===== src/rtl/mem_access_ctrl_pkg.sv =====
// mem_access_ctrl_pkg
//   Shared types and helpers for the memory-stage data-bus sequencer.
//   mem_size_t    : access width (BYTE, HALF, WORD)
//   mctrl_state_t : sequencer states (IDLE, REQ, DONE)
//   BUS_STRB_W    : number of byte-lane strobes on the data bus
//   Helpers compute lane strobes, store-data replication, forced-aligned
//   offsets and misalignment detection for a given width and low address bits.
package mem_access_ctrl_pkg;

    localparam int unsigned BUS_STRB_W = 4;

    typedef enum logic [1:0] {
        BYTE = 2'b00,
        HALF = 2'b01,
        WORD = 2'b10
    } mem_size_t;

    typedef enum logic [1:0] {
        IDLE = 2'b00,
        REQ  = 2'b01,
        DONE = 2'b10
    } mctrl_state_t;

    // Low address bits with the bits that the access width ignores cleared.
    function automatic logic [1:0] aligned_off(input mem_size_t size, input logic [1:0] off);
        case (size)
            BYTE:    aligned_off = off;
            HALF:    aligned_off = {off[1], 1'b0};
            default: aligned_off = 2'b00;
        endcase
    endfunction

    function automatic logic misaligned_off(input mem_size_t size, input logic [1:0] off);
        case (size)
            BYTE:    misaligned_off = 1'b0;
            HALF:    misaligned_off = off[0];
            default: misaligned_off = (off != 2'b00);
        endcase
    endfunction

    function automatic logic [BUS_STRB_W-1:0] lane_strb(input mem_size_t size, input logic [1:0] off);
        case (size)
            BYTE:    lane_strb = 4'b0001 << off;
            HALF:    lane_strb = 4'b0011 << {off[1], 1'b0};
            default: lane_strb = 4'b1111;
        endcase
    endfunction

    function automatic logic [31:0] lane_data(input mem_size_t size, input logic [31:0] d);
        case (size)
            BYTE:    lane_data = {4{d[7:0]}};
            HALF:    lane_data = {2{d[15:0]}};
            default: lane_data = d;
        endcase
    endfunction

endpackage


===== src/rtl/mem_access_ctrl_load_align.sv =====
// mem_load_align
//   Combinational load alignment: moves the addressed byte/half of the bus
//   word down to bit 0 and sign- or zero-extends it.
//   rdata     in  32  raw bus read data
//   offset    in  2   byte offset within the word (half uses offset[1] only)
//   size      in      access width
//   ld_signed in  1   1 = sign-extend, 0 = zero-extend
//   data      out 32  aligned, extended result
module mem_load_align
    import mem_access_ctrl_pkg::*;
(
    input  logic [31:0] rdata,
    input  logic [1:0]  offset,
    input  mem_size_t   size,
    input  logic        ld_signed,
    output logic [31:0] data
);

    logic [31:0] byte_sh;
    logic [31:0] half_sh;

    always_comb begin
        byte_sh = rdata >> {offset, 3'b000};
        half_sh = rdata >> {offset[1], 4'b0000};
        case (size)
            BYTE:    data = {{24{ld_signed & byte_sh[7]}}, byte_sh[7:0]};
            HALF:    data = {{16{ld_signed & half_sh[15]}}, half_sh[15:0]};
            default: data = rdata;
        endcase
    end

endmodule


===== src/rtl/mem_access_ctrl.sv =====
// mem_access_ctrl
//   Memory-stage data-bus sequencer: one req/ready bus transaction per
//   load/store, with pipeline stall, load alignment and a bus timeout.
//   Optional macro MISALIGN_TRAP_EN: misaligned accesses trap (misaligned
//   pulse, no bus request) instead of being forced to natural alignment.
//   Parameter BUS_TIMEOUT: REQ wait cycles before bus_err (0 = disabled).
//   Ports:
//     clk, rst            clock (rising), async active-high reset
//     flush               squash the instruction in the memory stage
//     dread, dwrite       load request / store size (00 none,01 b,10 h,11 w)
//     ld_size, ld_signed  load width (00 b,01 h,10 w) and extension
//     addr, wdata         byte address and LSB-justified store data
//     stall               hold upstream pipeline latches
//     load_data/valid     aligned load result and its 1-cycle valid
//     bus_err, misaligned 1-cycle fault pulses
//     bus_req/wen/addr/wstrb/wdata, bus_rdata, bus_ready  data bus
module mem_access_ctrl
    import mem_access_ctrl_pkg::*;
#(
    parameter int unsigned BUS_TIMEOUT = 255
) (
    input  logic                  clk,
    input  logic                  rst,
    input  logic                  flush,
    input  logic                  dread,
    input  logic [1:0]            dwrite,
    input  logic [1:0]            ld_size,
    input  logic                  ld_signed,
    input  logic [31:0]           addr,
    input  logic [31:0]           wdata,
    output logic                  stall,
    output logic [31:0]           load_data,
    output logic                  load_valid,
    output logic                  bus_err,
    output logic                  misaligned,
    output logic                  bus_req,
    output logic                  bus_wen,
    output logic [31:0]           bus_addr,
    output logic [BUS_STRB_W-1:0] bus_wstrb,
    output logic [31:0]           bus_wdata,
    input  logic [31:0]           bus_rdata,
    input  logic                  bus_ready
);

    localparam int unsigned CNT_W = (BUS_TIMEOUT < 2) ? 1 : $clog2(BUS_TIMEOUT + 1);

    mctrl_state_t state;
    logic [CNT_W-1:0] cnt;
    logic [1:0]  off_q;
    mem_size_t   size_q;
    logic        sign_q;
    logic        flushed_q;
    logic        lv_q;
    logic [31:0] aligned_data;

    logic        is_store;
    logic        access;
    logic        trap;
    logic        start;
    logic        ready_eff;
    mem_size_t   st_size;
    mem_size_t   ld_sz;
    mem_size_t   acc_size;
    logic [1:0]  acc_off;

    always_comb begin
        is_store = (dwrite != 2'b00);
        access   = (dread | is_store) & ~flush;
        case (dwrite)
            2'b01:   st_size = BYTE;
            2'b10:   st_size = HALF;
            default: st_size = WORD;
        endcase
        case (ld_size)
            2'b00:   ld_sz = BYTE;
            2'b01:   ld_sz = HALF;
            default: ld_sz = WORD;
        endcase
        acc_size = is_store ? st_size : ld_sz;
        acc_off  = aligned_off(acc_size, addr[1:0]);
    end

`ifdef MISALIGN_TRAP_EN
    assign trap = misaligned_off(acc_size, addr[1:0]);
`else
    assign trap = 1'b0;
`endif

    assign start     = (state == IDLE) & access & ~trap;
    // bus_ready is only meaningful while the request is actually raised.
    assign ready_eff = bus_req & bus_ready;

    // A flushed access releases the pipeline in the ready cycle itself
    // because it skips DONE; rst gating keeps stall low during reset even
    // though the stage inputs are still presenting the old access.
    assign stall      = ~rst & (start | ((state == REQ) & ~(ready_eff & (flushed_q | flush))));
    assign misaligned = ~rst & (state == IDLE) & access & trap;
    assign load_valid = lv_q & ~flush;

    mem_load_align u_align (
        .rdata     (bus_rdata),
        .offset    (off_q),
        .size      (size_q),
        .ld_signed (sign_q),
        .data      (aligned_data)
    );

    always_ff @(posedge clk or posedge rst) begin
        if (rst) begin
            state     <= IDLE;
            cnt       <= '0;
            off_q     <= '0;
            size_q    <= BYTE;
            sign_q    <= 1'b0;
            flushed_q <= 1'b0;
            lv_q      <= 1'b0;
            load_data <= '0;
            bus_err   <= 1'b0;
            bus_req   <= 1'b0;
            bus_wen   <= 1'b0;
            bus_addr  <= '0;
            bus_wstrb <= '0;
            bus_wdata <= '0;
        end else begin
            bus_err <= 1'b0;
            case (state)
                IDLE: begin
                    if (start) begin
                        bus_req   <= 1'b1;
                        bus_wen   <= is_store;
                        bus_addr  <= {addr[31:2], 2'b00};
                        bus_wstrb <= is_store ? lane_strb(acc_size, acc_off) : '0;
                        bus_wdata <= is_store ? lane_data(st_size, wdata) : '0;
                        off_q     <= acc_off;
                        size_q    <= acc_size;
                        sign_q    <= ld_signed;
                        flushed_q <= 1'b0;
                        cnt       <= '0;
                        state     <= REQ;
                    end
                end
                REQ: begin
                    if (flush) begin
                        flushed_q <= 1'b1;
                    end
                    if (ready_eff) begin
                        bus_req <= 1'b0;
                        cnt     <= '0;
                        if (flushed_q | flush) begin
                            state <= IDLE;
                        end else begin
                            state <= DONE;
                            lv_q  <= ~bus_wen;
                            if (!bus_wen) begin
                                load_data <= aligned_data;
                            end
                        end
                    end else if (!bus_req) begin
                        // Timeout cycle (bus_err high): retire without a result.
                        cnt   <= '0;
                        lv_q  <= 1'b0;
                        state <= DONE;
                    end else if (BUS_TIMEOUT != 0) begin
                        cnt <= cnt + 1'b1;
                        if (cnt == CNT_W'(BUS_TIMEOUT - 1)) begin
                            bus_err <= 1'b1;
                            bus_req <= 1'b0;
                        end
                    end
                end
                DONE: begin
                    lv_q  <= 1'b0;
                    state <= IDLE;
                end
                default: state <= IDLE;
            endcase
        end
    end

endmodule


===== config.mk =====
export PLATFORM = sky130hd
export DESIGN_NAME = mem_access_ctrl
export DESIGN_NICKNAME = d
export VERILOG_FILES = /design/src/rtl/mem_access_ctrl_pkg.sv /design/src/rtl/mem_access_ctrl_load_align.sv /design/src/rtl/mem_access_ctrl.sv
export SDC_FILE = /design/constraint.sdc
export NUM_CORES = 1
export LEC_CHECK = 0
export CAP_MARGIN = 0
export CORE_MARGIN = 2
export CORE_UTILIZATION = 48
export DETAILED_ROUTE_END_ITERATION = 16
export GPL_TIMING_DRIVEN = 1
export PLACE_DENSITY = 0.86
export SETUP_SLACK_MARGIN = 0.02
export SLEW_MARGIN = 15
export SYNTH_ARGS = -nofsm -noshare
export SYNTH_HDL_FRONTEND = slang
export SYNTH_SLANG_ARGS = --single-unit
export TNS_END_PERCENT = 1

===== constraint.sdc =====
create_clock -name clk -period 9.85 [get_ports clk]
set_input_delay 1.97 -clock clk [delete_from_list [all_inputs] [get_ports clk]]
set_output_delay 1.97 -clock clk [all_outputs]
set_load 0.05 [all_outputs]

==> results <==
- In this run, CTS created clock tree buffers numbering 17.
- After detailed routing, the number of remaining DRC violations is 0.
- After detailed placement, the design holds a cell count of 873.
- The longest clock path from root to sink contains 2 buffers.
- The number of I/O port buffers is 208.
- The worst-path maximum fanout is 95.
- The post-synthesis instance total is 557.
- The number of global-route vias before repair came to between 5000 and 6000.
- After the first detailed-routing iteration, the DRC count stood at 362.
- The first global-routing pass estimated 26100 microns of wire.
- The most critical setup path has its startpoint at dwrite[1].
- The ratio of final minimum period to clock period is 0.680.
- The portion of total power attributed to combinational logic is 0.523.
- In the final design database the tool counted 864 nets.
- In this run the power density over the cells is 359 nW/um^2.
- The die covers 12700 sq um.
- The routed via count is between 5000 and 6000.
- The proportion of synthesized area in mux cells is 0.101.
- The pin count of the biggest net entering global routing is 96.
- The number of max-slew violations in the final report is 0.
- The routed design could run at a clock period as short as 6.70 ns.
- The clock reaches the later pin of the worst-skew pair after 0.41 ns.
- TritonCTS built the clock tree.
- The synthesized-area fraction occupied by ao, oa, aoi and oai cells came to 0.153.
- about 210 I/O pins were placed.
- The maximum clock skew at final layout is 0.0109 ns.
- The netlist uses 49 different library cells.
- The initial antenna violation count is 0.
- The count of cells in the finished layout, fillers not included, comes to 904.
- The post-detailed-route count of antenna-violating nets is 0.
- Fill cells in the final layout number roughly 810.
- In this design, the critical path's most frequently occurring cell is clkdlybuf4s50_1.
- In this run the critical register-to-register path is captured at bus_addr[15].
- The run finished with clean final reports.
- The quantity of hold-fixing buffers added after cts is 0.
- The number of gates resized after cts is 0.
- Data on the critical path arrives at its endpoint at 4.73 ns.
- The largest family of logic cells by synthesized area is simple AND/OR/NAND/NOR gates.
- VDD sags by at most around 0.25 mV.
- The fraction of synthesis flops using an asynchronous set or reset pin is 1.00.
- The kind of critical path is input pin to output pin.
- The flop and latch count out of synthesis is about 120.
- Clock tree synthesis found a total of about 120 sinks.
- The share of total power dissipated in the clock network is 0.193.
- At the placement stage, the worst setup path has a slack of around 3.1 ns.
- Of the cells placed in the final design, the portion with a size suffix greater than 1 is 0.102.
- Row generation in the floorplan step produced 39 rows.
- The mean number of vias per cell is 5.64.
- In this run, synthesis inferred 0 flip-flops with an integrated enable.
- CTS placed an instance of clkbuf_16 at the clock tree root.
- The nature of the critical path endpoint is an output pin.
- For this run, the number of Yosys warnings is 0.
- The timing-limited maximum frequency is about 150 MHz.
- Walking the worst path, the cells encountered are clkdlybuf4s50_1 > inv_1 > ha_1 > nand2b_1 > nand2_4 > a21oi_1 > clkdlybuf4s50_1.
- The register area share after synthesis is 0.520.
- The start point of the worst min-delay path is load_data[14].
- The die is 113 microns wide.
- The mapped netlist covers 5680 sq um.
- Summed over all layers, the routed wires come to 16400 microns.
- The final global-route overflow total is 0.
- The number of iterations in the first detailed-routing pass is 5.
- In this run the worst hold path is classified as flop to flop.
- Summing internal, switching and leakage power gives 2990 uW.
- The measured slew at the worst slew-check pin is 1.04 ns.
- The net load switching power is 1390 uW.
- The critical path required time is 7.88 ns.
- The overall routing resource usage is 0.263.
- The hold violation total from the final report came to 0.
- The placer's final routability congestion estimate is 0.893.
- Of the total power, registers draw 0.284.
- For this configuration, the core starts out at a cell density of 0.495.
- Setup repair after global routing left no endpoint under its margin.
- The startpoint of the worst register-to-register path is state[1].
- The number of cells on the worst reg-to-reg path is 5.
- The core outline area is 11500 sq um.
- The library cell contributing the largest single delay on the critical path is clkdlybuf4s50_1.
- The die is 113 microns tall.
- The synthesis-to-finish area growth is 46.9%.
- The H-tree was split into 4 levels.
- The HPWL after detailed placement is between 10000 and 15000 microns.
- The clock-pin slew reported for the worst setup and hold paths after clock tree synthesis is 0.05 ns.
- The internal power of the cells is 1600 uW.
- Setup slack closes at around 3.2 ns.
- The remaining max-slew budget at the tightest pin is 0.307.
- The slack of the worst reg-to-reg path is 7.59 ns.
- The worst setup path is launched from an input pin.
- 0 antenna diodes ended up in the layout.
- The setup-violating endpoint count in the final report is 0.
- The post-synthesis share of cell area spent on xor and xnor gates is 0.
- Of the total power, the share spent switching nets is 0.466.
- After detailed routing, the average wire length per cell comes to 18.2 microns.
- The simple-gate area share of the yosys netlist is 0.159.
- The leading register cell type out of synthesis is dfrtp_1.
- In this run the worst setup path terminates at stall.
- Summed over all failing endpoints, the final setup total negative slack is 0 ns.
- The largest single stage delay on the critical path is 0.83 ns.
- Of the total synthesized cell area, the portion taken by full adders, half adders and majority gates is 0.0198.
- The number of violations of the max-capacitance limit is 0.
- The post-synthesis average cell area is 10.2 sq um.
- The reported leakage power is about 0.0037 uW.
- The post-CTS repair timing setup buffer count is 0.
==> metrics by stage <==
step | instance area [sq um] | hold slack (ns) | util
after floorplan | 5680 | 0.437 | -
after global placement | 7780 | 0.457 | 0.678
after detailed placement | 7780 | 0.467 | 0.678
after CTS | 8340 | 0.479 | 0.727
after global routing | 8340 | 0.484 | 0.727
final | 8340 | 0.476 | 0.727
==> layout make-up <==
class                           count  area (sq um)  area share
Inverter                           17          66.3     0.00795
Tap cell                          143           179      0.0215
Clock inverter                     12           106      0.0128
Clock buffer                       19           453      0.0543
Timing Repair Buffer              211          2100       0.252
Multi-Input combinational cell    384          2470       0.297
Sequential cell                   118          2950       0.354
==> cell usage after synthesis (3+ instances only) <==
master / number / area [sq um]
o21ai_1: 5 / 25.0
inv_1: 17 / 63.8
ha_1: 9 / 113
a22o_1: 5 / 43.8
buf_2: 19 / 95.1
mux2_2: 34 / 383
buf_1: 3 / 11.3
a21oi_1: 15 / 75.1
a22oi_1: 8 / 60.1
nand2b_1: 20 / 125
nor2b_1: 8 / 50.1
mux2i_1: 16 / 160
nor2_1: 24 / 90.1
clkbuf_1: 12 / 45.0
nand2_1: 76 / 285
nand3_1: 35 / 175
a21o_1: 17 / 128
o21ai_0: 48 / 240
nand4_1: 3 / 18.8
o31ai_1: 13 / 97.6
or3_1: 7 / 43.8
buf_4: 5 / 37.5
a221oi_1: 7 / 61.3
dfrtp_1: 118 / 2950
==> critical path: cells and delay by family <==
family / cells / cell delay [ns]
buffers and inverters: 3 / 1.42
adders and majority gates: 1 / 0.27
and+or+nand+nor: 2 / 0.74
AOI/OAI and AO/OA: 1 / 0.32
==> kinds of logic after synthesis <==
family,Yosys count
simple gates,188
compound gates,132
flops,118
buf+inv,57
mux,52
fa+ha+maj,9
other cells,1
==> layout by cell type, fill, tap and decap left out, types with 2 or more instances in the layout <==
cell type / n
a221oi_1: 7
clkinv_2: 4
nand4_1: 3
o21ai_1: 5
nor3_1: 2
a31oi_1: 2
clkdlybuf4s50_1: 208
inv_1: 16
o31ai_1: 13
o21ai_0: 48
clkbuf_8: 2
a22oi_1: 8
a21o_1: 17
mux2_4: 2
and3_1: 2
nand3_1: 35
nand2_1: 75
and3b_1: 2
or3_1: 7
o2111ai_1: 2
nor2b_1: 8
nor2_1: 24
nand2b_1: 20
nand4b_1: 2
clkinvlp_4: 4
o21a_1: 2
dfrtp_1: 117
a22o_1: 5
mux2i_1: 16
clkbuf_16: 17
conb_1: 3
mux2_2: 34
ha_1: 9
buf_4: 3
a21oi_1: 15
clkinv_4: 3
==> metal layers <==
layer	GRT usage	wire length [microns]	vias up
li1	-	-	2336
met1	0.321	6330	2432
met2	0.418	7860	276
met3	0.0927	1610	58
met4	0.132	632	0
met5	0	0	-
==> power by group through the flow <==
| stage | combinational [uW] | sequential (uW) | clock (uW) |
|---|---|---|---|
| after floorplan | 422 | 1450 | 0 |
| after global placement | 1540 | 842 | 0 |
| after detailed placement | 1560 | 851 | 0 |
| after CTS | 1570 | 848 | 586 |
| after global routing | 1640 | 878 | 610 |
| final | 1560 | 850 | 576 |
==> worst min path at each step <==
stage | to | depth (start not counted)
final | load_data[14] | 1
after global routing | load_data[14] | 1
after CTS | load_data[8] | 1
after detailed placement | load_data[8] | 1
after global placement | cnt[5] | 1
after floorplan | cnt[5] | 1
==> flip-flops by register name (all words and copies together), names as in the netlist <==
name       cells
size_q         2
bus_wdata     32
bus_addr      30
sign_q         1
lv_q           1
bus_err        1
bus_wstrb      4
bus_wen        1
flushed_q      1
bus_req        1
cnt            8
load_data     32
off_q          2
state          2
(Power assumes the default switching activity.)
